==> src/rtl/call_ret_ctrl.sv <==
// Call/return sequencer driving a hardware return-address stack.
// Define CALLRET_GUARD_EN to block stack overflow/underflow and raise sticky ovf/unf flags.
module call_ret_ctrl #(
    parameter  int WIDTH = 16,
    parameter  int DEPTH = 256,
    localparam int DW    = $clog2(DEPTH) + 1
) (
    input  logic             clk,
    input  logic             reset,
    input  logic             call,
    input  logic             ret,
    input  logic [WIDTH-1:0] pc,
    input  logic [WIDTH-1:0] target,
    output logic             stall,
    output logic             pc_load,
    output logic [WIDTH-1:0] pc_next,
    output logic             stk_push,
    output logic             stk_pop,
    output logic [WIDTH-1:0] stk_data,
    input  logic [WIDTH-1:0] stk_out,
    output logic [DW-1:0]    depth,
    output logic             ovf,
    output logic             unf,
    output logic [1:0]       dbg_state
);

    // Handshake: call/ret are accepted on a rising edge only while stall is low;
    // pc_load, stk_push and stk_pop are one-cycle registered pulses.
    typedef enum logic [1:0] {
        S_IDLE = 2'd0,
        S_POP  = 2'd1,
        S_WAIT = 2'd2
    } state_t;

    state_t           state_q, state_d;
    logic             pc_load_q, pc_load_d;
    logic             push_q, push_d;
    logic             pop_q, pop_d;
    logic [WIDTH-1:0] pc_next_q, pc_next_d;
    logic [WIDTH-1:0] stk_data_q, stk_data_d;
    logic [DW-1:0]    depth_q, depth_d;
    logic             ovf_q, ovf_d;
    logic             unf_q, unf_d;
    logic             full, empty;

`ifdef CALLRET_GUARD_EN
    assign full  = (depth_q == DW'(DEPTH));
    assign empty = (depth_q == '0);
`else
    // Without guards the stack sees every request and the flags never set.
    assign full  = 1'b0;
    assign empty = 1'b0;
`endif

    always_comb begin
        state_d    = state_q;
        pc_load_d  = 1'b0;
        push_d     = 1'b0;
        pop_d      = 1'b0;
        pc_next_d  = pc_next_q;
        stk_data_d = stk_data_q;
        depth_d    = depth_q;
        ovf_d      = ovf_q;
        unf_d      = unf_q;
        case (state_q)
            S_IDLE: begin
                // CALL has priority; a simultaneous RET is silently dropped.
                if (call) begin
                    if (full) begin
                        ovf_d = 1'b1;
                    end else begin
                        push_d     = 1'b1;
                        stk_data_d = pc + WIDTH'(1);
                        pc_load_d  = 1'b1;
                        pc_next_d  = target;
                        depth_d    = depth_q + DW'(1);
                    end
                end else if (ret) begin
                    if (empty) begin
                        unf_d = 1'b1;
                    end else begin
                        pop_d   = 1'b1;
                        depth_d = depth_q - DW'(1);
                        state_d = S_POP;
                    end
                end
            end
            S_POP: begin
                state_d = S_WAIT;
            end
            S_WAIT: begin
                // stk_out was refreshed by the stack at the end of POP.
                pc_next_d = stk_out;
                pc_load_d = 1'b1;
                state_d   = S_IDLE;
            end
            default: begin
                state_d = S_IDLE;
            end
        endcase
    end

    always_ff @(posedge clk) begin
        if (reset) begin
            state_q    <= S_IDLE;
            pc_load_q  <= 1'b0;
            push_q     <= 1'b0;
            pop_q      <= 1'b0;
            pc_next_q  <= '0;
            stk_data_q <= '0;
            depth_q    <= '0;
            ovf_q      <= 1'b0;
            unf_q      <= 1'b0;
        end else begin
            state_q    <= state_d;
            pc_load_q  <= pc_load_d;
            push_q     <= push_d;
            pop_q      <= pop_d;
            pc_next_q  <= pc_next_d;
            stk_data_q <= stk_data_d;
            depth_q    <= depth_d;
            ovf_q      <= ovf_d;
            unf_q      <= unf_d;
        end
    end

    assign stall     = (state_q != S_IDLE);
    assign pc_load   = pc_load_q;
    assign pc_next   = pc_next_q;
    assign stk_push  = push_q;
    assign stk_pop   = pop_q;
    assign stk_data  = stk_data_q;
    assign depth     = depth_q;
    assign ovf       = ovf_q;
    assign unf       = unf_q;
    assign dbg_state = state_q;

endmodule

==> config.mk <==
export PLATFORM = sky130hd
export DESIGN_NAME = call_ret_ctrl
export DESIGN_NICKNAME = d
export VERILOG_FILES = /design/src/rtl/call_ret_ctrl.sv
export SDC_FILE = /design/constraint.sdc
export NUM_CORES = 1
export LEC_CHECK = 0
export ABC_CLOCK_PERIOD_IN_PS = 2100
export CORE_MARGIN = 2
export CORE_UTILIZATION = 39
export CTS_BUF_LIST = sky130_fd_sc_hd__clkbuf_8
export DETAILED_ROUTE_END_ITERATION = 12
export GPL_ROUTABILITY_DRIVEN = 0
export PLACE_DENSITY = 0.78
export SETUP_SLACK_MARGIN = 0.4
export SLEW_MARGIN = 20
export SYNTH_ARGS = -nofsm -noshare
export SYNTH_HDL_FRONTEND = slang
export SYNTH_SLANG_ARGS = --single-unit
==> constraint.sdc <==
create_clock -name clk -period 2.1 [get_ports clk]
set_clock_uncertainty 0.2 [all_clocks]
set_input_delay 0.21 -clock clk [delete_from_list [all_inputs] [get_ports clk]]
set_output_delay 0.21 -clock clk [all_outputs]
set_load 0.01 [all_outputs]
==> results.md <==
- Fin. max-slew vios: 0
- Final total power: ~0.0028 W
- Kind of cell adding the most delay to the critical path: adder cells
- Routed WL: about 6600 µm
- Dominant synthesized flop cell: dfxtp_1
- CP arrival: 2.05 ns
- Reg2reg end: depth[8]$_SDFFE_PP0P_
- Via Count: around 2400
- Die ar.: roughly 6500 µm²
- Initial antenna violation count: 0
- Post-synthesis xor/xnor area fraction: 0.06114
- Compound-Gate Fraction of Synth Area: 0.2254
- CTS root buf: clkbuf_8
- Total GRT Usage: 0.1948
- Num CTS Buffers: 5
- Pwr Density: ~730 nW/µm²
- Wirelength per Cell: between 10 and 15 µm
- Share of cells above drive strength 1: 0.1990
- WP buf/inv: 0
- Worst-Skew Late Latency: approximately 0.30 ns
- Die Y: 80.67 µm
- Mapped Area: about 2300 µm²
- Total I/O pin count: 101
- Worst hold margin: 0.2542 ns
- Congestion Overflow GR: 0
- Peak supply drop: roughly 0.39 mV
- Global-route wire length before repair: just under 10000 µm
- Mux cell area share after synthesis: 0.009279
- Post-synth EDFFs: 0
- Critical-path cell list: fa_2 > a211oi_4 > o21ai_2 > and3_4 > nor3_2 > mux2_1
- Most common cell in the netlist: dfxtp_1
- Hold wc startpoint: pc_next[10]$_SDFFE_PP0P_
- LEAKAGE: around 1.5 nW
- CTS tree: done
- Setup WS post-layout: 0.03932 ns
- Maxcap violations: 0
- RSZ-0062 raised after global routing: true
- Syn Inst Count: 259
- Yosys cell types: between 50 and 60
- Mean area per synthesized cell: just under 9 µm²
- WP data required: between 2 and 2.5 ns
- Fraction of registers with async set/reset: 0
- Final net count: 442
- Tcrit/Tclk final: 0.9813
- Design area: roughly 3900 µm²
- # setup viols final: 0
- Sink Count: 46
- Clock transition at the registers of the reported paths: 0.08 ns
- Worst setup EP type: register
- ANT cells: 0
- Hold Crit Class: register to register
- Place WS: -0.5304 ns
- Post-synth top cells: dfxtp_1 (46), a21oi_1 (30), nand2_1 (24), nor2_1 (24), a22oi_1 (16)
- Multi-input logic area: ~1400 µm²
- Initial DRC Count: about 100
- Cell accounting for the most synthesized area: dfxtp_1
- Outcome: complete, no violations
- Starting density of the core: 0.4087
- Cells on Worst Hold Path: 2
- Synth-to-layout area growth: 68.61%
- DP Area: 3468 µm²
- PortBufs: between 90 and 100
- Ys Warns: 0
- Detail Route Antenna Nets: 0
- Vias per cell: between 5 and 6
- Storage element area: 938.4 µm²
- Min cycle time layout: approximately 2 ns
- Top cell type's share of synthesized area: 0.4017
- Number of fillers in the final layout: approximately 480
- Pin count of the biggest net entering global routing: 32
- DRC: 0
- #FFs+latches synth: 46
- Crit-path max cell delay: approximately 0.41 ns
- Clk buf depth: 2
- Worst setup path class: register to register
- Core Rows: 27
- Reg2Reg Depth: 6
- Core Area: 5608 µm²
- Critical path startpoint category: register
- Max Freq: roughly 490 MHz
- Worst R2R Setup Slack: approximately 0.04 ns
- Adder-cell area share of the yosys netlist: 0.05240
- Final Hold Vio Count: 0
- Largest family of logic cells by synthesized area: compound AO/OA/AOI/OAI gates
- Reg-to-reg critical path startpoint: depth[0]$_SDFFE_PP0P_
- Sequential-to-total area share from yosys stat: 0.4017
- Die width: just over 80 µm
- Initial DRT Pass Iterations: 4
- Post-detail-place hpwl: between 4000 and 5000 µm
- Hold-fix buffers, CTS: 0
- H-tree lvl count: 2
- Top fanout value on the critical path: 3
- Area contributors post-synth: dfxtp_1 (40%), a21oi_1 (6.6%), a22oi_1 (5.2%)
- Simple-gate share of the synthesized area: 0.2003
- Vias in the first global route: approximately 2200
- Hold EP: pc_next[10]$_SDFFE_PP0P_
- Worst path slowest cell: fa_2
## worst min-delay path: stages, from the launching register on
cell	delay, ns
dfxtp_1	0.31
nand2_1	0.05
a21oi_1	0.05
## cell usage in the layout (no fill, tap or decap), types with 3 or more instances in the layout
cell type | netlist | routed
xor2_1 | 9 | 9
o21ai_2 | 1 | 3
ha_4 | 0 | 4
a21oi_1 | 30 | 29
nand4_1 | 3 | 3
clkbuf_8 | 1 | 6
dfxtp_1 | 46 | 40
buf_4 | 6 | 27
a22oi_1 | 16 | 16
and4_1 | 4 | 4
nor2_1 | 24 | 24
o21ai_0 | 11 | 8
nand2_1 | 24 | 24
a211oi_2 | 2 | 3
a211oi_1 | 9 | 7
dfxtp_4 | 0 | 4
dlymetal6s2s_1 | 0 | 3
nor3_2 | 1 | 3
buf_6 | 0 | 3
xnor2_1 | 7 | 7
clkdlybuf4s50_1 | 0 | 92
nand3_1 | 8 | 8
ha_1 | 8 | 3
## flip-flops by register name, summed over array words and instances, names as in the netlist
| signal | count |
|---|---|
| pc_next | 16 |
| stk_data | 16 |
| depth | 9 |
| dbg_state | 2 |
| pc_load | 1 |
| stk_pop | 1 |
| stk_push | 1 |
## cells by family (layout without fill, tap and decap cells)
logic type	count (synthesis)	in the layout
AOI/OAI and AO/OA	80	80
xor gates and xnor gates	16	16
adders and majority gates	9	9
buffers and inverters	19	141
DFF	46	46
muxes	2	2
other	1	2
and+or+nand+nor	86	86
## area by class of cell
| cell class | count | share of cell area |
|---|---|---|
| Timing Repair Buffer | 130 | 0.3279 |
| Inverter | 3 | 0.003561 |
| Clock inverter | 2 | 0.01554 |
| Sequential cell | 46 | 0.2428 |
| Tap cell | 72 | 0.02331 |
| Clock buffer | 6 | 0.02137 |
| Multi-Input combinational cell | 195 | 0.3655 |
## per-stage QoR
step,setup TNS [ns],util,std cells
after global routing,-0.03763,0.6892,454
after floorplan,0,-,260
after detailed placement,-1.894,0.6185,438
final,0,0.6892,454
after global placement,-1.631,0.6185,438
after CTS,0,0.6736,452
## worst max path at each step
stage	cells after the start	slack, ns	from	to
detailed placement	9	-0.53	call	depth[8]$_SDFFE_PP0P_
finish	6	0.04	depth[0]$_SDFFE_PP0P_	depth[8]$_SDFFE_PP0P_
global route	6	-0.02	depth[0]$_SDFFE_PP0P_	depth[8]$_SDFFE_PP0P_
floorplan	6	0.08	depth[1]$_SDFFE_PP0P_	depth[8]$_SDFFE_PP0P_
global placement	8	-0.41	call	depth[8]$_SDFFE_PP0P_
CTS	6	0.06	depth[0]$_SDFFE_PP0P_	depth[8]$_SDFFE_PP0P_
## report_power, final
group          internal, W  total [W]  switching [W]
sequential        0.000963    0.00103      0.0000685
combinational     0.000560    0.00100       0.000440
clock             0.000507   0.000800       0.000293
## metal layers
layer / track usage / vias to the layer above / part of all wire / wire [µm]
met2: 0.3658 / 89 / 0.51 / 3366
met5: 0 / - / 0 / 0
li1: - / 1174 / - / -
met4: 0.06441 / 0 / 0.020 / 135
met3: 0.05618 / 13 / 0.075 / 497
met1: 0.2062 / 1080 / 0.40 / 2648
## repair_timing
action	CTS	global route
gates resized for setup	32	12
gates cloned	0	1
setup endpoints to repair	11	11
setup buffers	6	1
pin swaps	11	4
Note: power is estimated with default switching activity, not from simulation.
